File: src/rtl/vector_dac_arbiter.sv
// Per-segment arbiter sharing one X/Y DAC pair between two point streams.
// Accepted points are held for DWELL cycles; a stalled owner is dropped after MAX_GAP idle cycles.
module vector_dac_arbiter #(
  parameter int                    CH_WIDTH = 8,
  parameter int                    DWELL    = 4,
  parameter int                    MAX_GAP  = 64,
  parameter logic [CH_WIDTH-1:0]   PARK_X   = '0,
  parameter logic [CH_WIDTH-1:0]   PARK_Y   = '0
) (
  input  logic                clk,
  input  logic                rst_n,
  input  logic                enable,
  input  logic                req0_valid,
  output logic                req0_ready,
  input  logic [CH_WIDTH-1:0] req0_x,
  input  logic [CH_WIDTH-1:0] req0_y,
  input  logic                req0_last,
  input  logic                req1_valid,
  output logic                req1_ready,
  input  logic [CH_WIDTH-1:0] req1_x,
  input  logic [CH_WIDTH-1:0] req1_y,
  input  logic                req1_last,
  output logic [CH_WIDTH-1:0] x_ch,
  output logic [CH_WIDTH-1:0] y_ch,
  output logic [1:0]          grant,
  output logic                seg_done,
  output logic                timeout
);

  localparam logic [1:0] IDLE = 2'd0;
  localparam logic [1:0] OWN  = 2'd1;
  localparam logic [1:0] HOLD = 2'd2;

  localparam int DW = (DWELL   > 1) ? $clog2(DWELL)   : 1;
  localparam int GW = (MAX_GAP > 1) ? $clog2(MAX_GAP) : 1;
  localparam logic [DW-1:0] DWELL_INIT = DW'(DWELL - 1);
  localparam logic [GW-1:0] GAP_LAST   = GW'(MAX_GAP - 1);

  logic [1:0]          state;
  logic                ptr;
  logic [DW-1:0]       dwell_cnt;
  logic [GW-1:0]       gap_cnt;
  logic                last_q;

  logic                own_valid;
  logic                own_last;
  logic [CH_WIDTH-1:0] own_x;
  logic [CH_WIDTH-1:0] own_y;

  assign own_valid = grant[1] ? req1_valid : req0_valid;
  assign own_last  = grant[1] ? req1_last  : req0_last;
  assign own_x     = grant[1] ? req1_x     : req0_x;
  assign own_y     = grant[1] ? req1_y     : req0_y;

  assign req0_ready = (state == OWN) && grant[0];
  assign req1_ready = (state == OWN) && grant[1];

  always_ff @(posedge clk or negedge rst_n) begin
    if (!rst_n) begin
      state     <= IDLE;
      grant     <= '0;
      ptr       <= 1'b0;
      dwell_cnt <= '0;
      gap_cnt   <= '0;
      last_q    <= 1'b0;
      x_ch      <= PARK_X;
      y_ch      <= PARK_Y;
      seg_done  <= 1'b0;
      timeout   <= 1'b0;
    end else begin
      seg_done <= 1'b0;
      timeout  <= 1'b0;
      if (!enable) begin
        state     <= IDLE;
        grant     <= '0;
        dwell_cnt <= '0;
        gap_cnt   <= '0;
        last_q    <= 1'b0;
        x_ch      <= PARK_X;
        y_ch      <= PARK_Y;
      end else begin
        case (state)
          IDLE: begin
            gap_cnt <= '0;
            if (req0_valid || req1_valid) begin
              state <= OWN;
              if (req0_valid && req1_valid) grant <= ptr ? 2'b10 : 2'b01;
              else                          grant <= req0_valid ? 2'b01 : 2'b10;
            end
          end
          OWN: begin
            if (own_valid) begin
              x_ch      <= own_x;
              y_ch      <= own_y;
              last_q    <= own_last;
              dwell_cnt <= DWELL_INIT;
              gap_cnt   <= '0;
              state     <= HOLD;
            end else if (gap_cnt == GAP_LAST) begin
              timeout <= 1'b1;
              grant   <= '0;
              ptr     <= grant[0];
              state   <= IDLE;
            end else begin
              gap_cnt <= gap_cnt + 1'b1;
            end
          end
          HOLD: begin
            if (dwell_cnt != '0) begin
              dwell_cnt <= dwell_cnt - 1'b1;
            end else if (last_q) begin
              // releasing owner hands preference to the other requester
              seg_done <= 1'b1;
              grant    <= '0;
              ptr      <= grant[0];
              state    <= IDLE;
            end else begin
              state <= OWN;
            end
          end
          default: begin
            state <= IDLE;
            grant <= '0;
          end
        endcase
      end
    end
  end

endmodule

File: config.mk
export PLATFORM = sky130hd
export DESIGN_NAME = vector_dac_arbiter
export DESIGN_NICKNAME = d
export VERILOG_FILES = /design/src/rtl/vector_dac_arbiter.sv
export SDC_FILE = /design/constraint.sdc
export NUM_CORES = 1
export LEC_CHECK = 0
export BUFFER_PORTS_ARGS = -buffer_cell sky130_fd_sc_hd__buf_2
export CAP_MARGIN = 25
export CORE_UTILIZATION = 40
export DETAILED_ROUTE_END_ITERATION = 10
export PLACE_DENSITY = 0.7
export SYNTH_ARGS = -nofsm -noshare
export SYNTH_HDL_FRONTEND = slang
export SYNTH_SLANG_ARGS = --single-unit
File: constraint.sdc
create_clock -name clk -period 2.1 [get_ports clk]
set_input_delay 0.42 -clock clk [delete_from_list [all_inputs] [get_ports clk]]
set_output_delay 0.42 -clock clk [all_outputs]
set_load 0.005 [all_outputs]
==> impl_metrics.ini <==
[cts]
cts_setup_buffers = 0
ctsHoldBuffers = 0
cts-root-buf = clkbuf_8
cts_max_level = 2
cts_tree = built
cts_sinks = 32
clkTransAtPathRegs_ps = 70
clockBufferDepth = 2
cts_buffers = 5
clk_latency_ps = 290
ctsResizeCount = 0

[yosys]
avgSynthCellArea_sq_um = 9.712
synth_edf_count = 0
syn-num-nets = 209
yosysSeqAreaShare = 0.4908
synthFlopType = dfrtp_1
synthDistinctLibCells = 32
muxShareOfSynthArea = 0.1258
synthSimpleGateAreaFrac = 0.1687
synth-xor-area-share = 0.005368
postSynthCellCount = 168
synthTopCellsByArea = dfrtp_1 (49%), mux2i_1 (12%), o21ai_0 (8.0%)
syn_area_sq_mm = 0.001632
synthAdderAreaFrac = 0.01534
yosys.cell_count.top_type = dfrtp_1
synthTopCellsByCount = dfrtp_1 (32), o21ai_0 (26), nand2_1 (25)
ys_warn_count = 0
synth-compound-area-share = 0.1495
synth_top_family_by_area = simple AND/OR/NAND/NOR gates
yosysTopAreaCell = dfrtp_1
synth_top_area_share = 0.4908
async_reset_ff_frac = 1.000
ys_seq_elements = 32

[global_routing]
grt_overflow = 0
antenna_found_initial = 0
grt_pass1_wl_um = 5989
track_usage = 0.1868
grt_max_degree = 33
grt_pass1_vias = 1318

[worst_setup_path]
worst_setup_path_end_kind = output pin
cp.required_ps = 1680
worstRegToRegCells = 5
r2r_slack_ps = 490
cp-start-kind = register
cpPeakStageDelay_ps = 380
slowest_stage = dfrtp_1
crit_type = register to output pin
crit_fanout = 19
arrival_ps = 1300
path_delay_family = buffers and inverters
path_cells = buf_4 > inv_1 > nor2_1 > buf_2
rr_endpoint = grant[0]$_DFFE_PN0P_
path_buf_inv = 3
rr_startpoint = gap_cnt[0]$_DFFE_PN0P_

[die]
core_area_sq_mm = 0.003799
initial_core_util = 0.4295
die_x_um = 65.87
dieArea_sq_mm = 0.004338
rows = 22
die-height_um = 65.87
ios = 61

[routing]
via_per_inst = 5.039
num_vias = 1406
wire_per_inst_um = 12.63
drc_errors = 0
drt_iter0_markers = 64
drtPass1Iterations = 4
ant_nets = 0
drt-total-wl_um = 3525

[job]
drv_cap = 0

[finish]
layout-drive-gt1-share = 0.3203
syn2layout_area_growth_pct = 27.22
insertedDiodeCount = 0
nets = 271

[placement]
gp_congestion = 0.8174
portBuffers = 60
hpwl_um = 2649

[sta]
slew_violations = 0
fin_tns_setup_ps = 0
clock.fmax_mhz = 579.8
setup_violations = 0
period_share = 0.8213
finClkSkew_ps = 7.310
final_hold_viol_count = 0
rsz0062_at_grt = false
fin_crit_ps = 1725
worst_pin_slew_ps = 700.0
max_slew_margin = 0.5333

[pwr]
ir_drop_mv = 0.3532
power_density_mw_per_mm2 = 734.2
p_leak_uw = 0.0009974
total_power_uw = 1524

[min_path]
min_path_type = input port to async pin

[outcome]
status = complete, no violations
## worst max path at each step
stage                                 from                    to  slack (ps)  depth (start not counted)
floorplan             grant[1]$_DFFE_PN0P_       ptr$_DFFE_PN0P_         470                          6
global placement    gap_cnt[0]$_DFFE_PN0P_  grant[1]$_DFFE_PN0P_         540                          5
detailed placement  gap_cnt[0]$_DFFE_PN0P_  grant[1]$_DFFE_PN0P_         510                          5
CTS                   grant[1]$_DFFE_PN0P_            req1_ready         350                          4
global route          grant[1]$_DFFE_PN0P_            req1_ready         230                          4
finish                grant[1]$_DFFE_PN0P_            req1_ready         380                          4
## layer usage
metal  part of all wire  GRT usage
met3              0.050    0.04138
met1               0.46     0.2317
met4              0.018    0.08967
met5                  0          0
met2               0.48     0.3048
## metrics by stage
step	worst slack, ps	instance area, sq um	util	instances	hold WS (ps)
2_1_floorplan	473.8	1632	-	168	124.4
3_3_place_gp	542.4	1964	0.5171	271	460.4
3_5_place_dp	512.9	1964	0.5171	271	465.2
4_1_cts	346.7	2076	0.5464	279	198.2
5_1_grt	229.3	2076	0.5464	279	231.5
6_report	375.3	2076	0.5464	279	171.0
## state kept, by name, indices dropped and copies added (netlist names)
name and flops:
last_q 1, x_ch 8, timeout 1, ptr 1, y_ch 8, seg_done 1
dwell_cnt 2, gap_cnt 6, state 2, grant 2
## layout make-up
cell class	count	area, sq um
fill	375	1723
sequential	32	800.8
multi-input combinational	122	758.2
timing repair buffer	63	322.8
clock buffer	5	68.82
tap	48	60.06
clock inverter	3	42.54
inverter	6	22.52
## logic make-up after synthesis
family                     Yosys count
and+or+nand+nor                     57
AOI/OAI and AO/OA                   42
adders and majority gates            2
buffers and inverters               14
muxes                               20
DFF                                 32
xor gates and xnor gates             1
## layout by cell type (no fill, tap or decap), types with 2 or more instances in the layout
cell      Yosys  routed
buf_2         4      60
dfrtp_1      32      32
o21ai_0      26      26
nand2_1      25      25
mux2i_1      19      19
nand2b_1      7       7
nor2_1        7       7
a21oi_1       7       7
inv_1         6       6
nand3_1       5       5
clkbuf_8      0       5
buf_4         0       3
and3_1        2       2
and2_1        2       2
nand3b_1      2       2
or2_1         2       2
or3_1         2       2
ha_1          2       2
## power breakdown
part           switching, uW  total, uW  internal [uW]
clock                    234        584            351
sequential              29.7        689            659
combinational            132        250            119
total                    395       1520           1130
(Power assumes the default switching activity.)
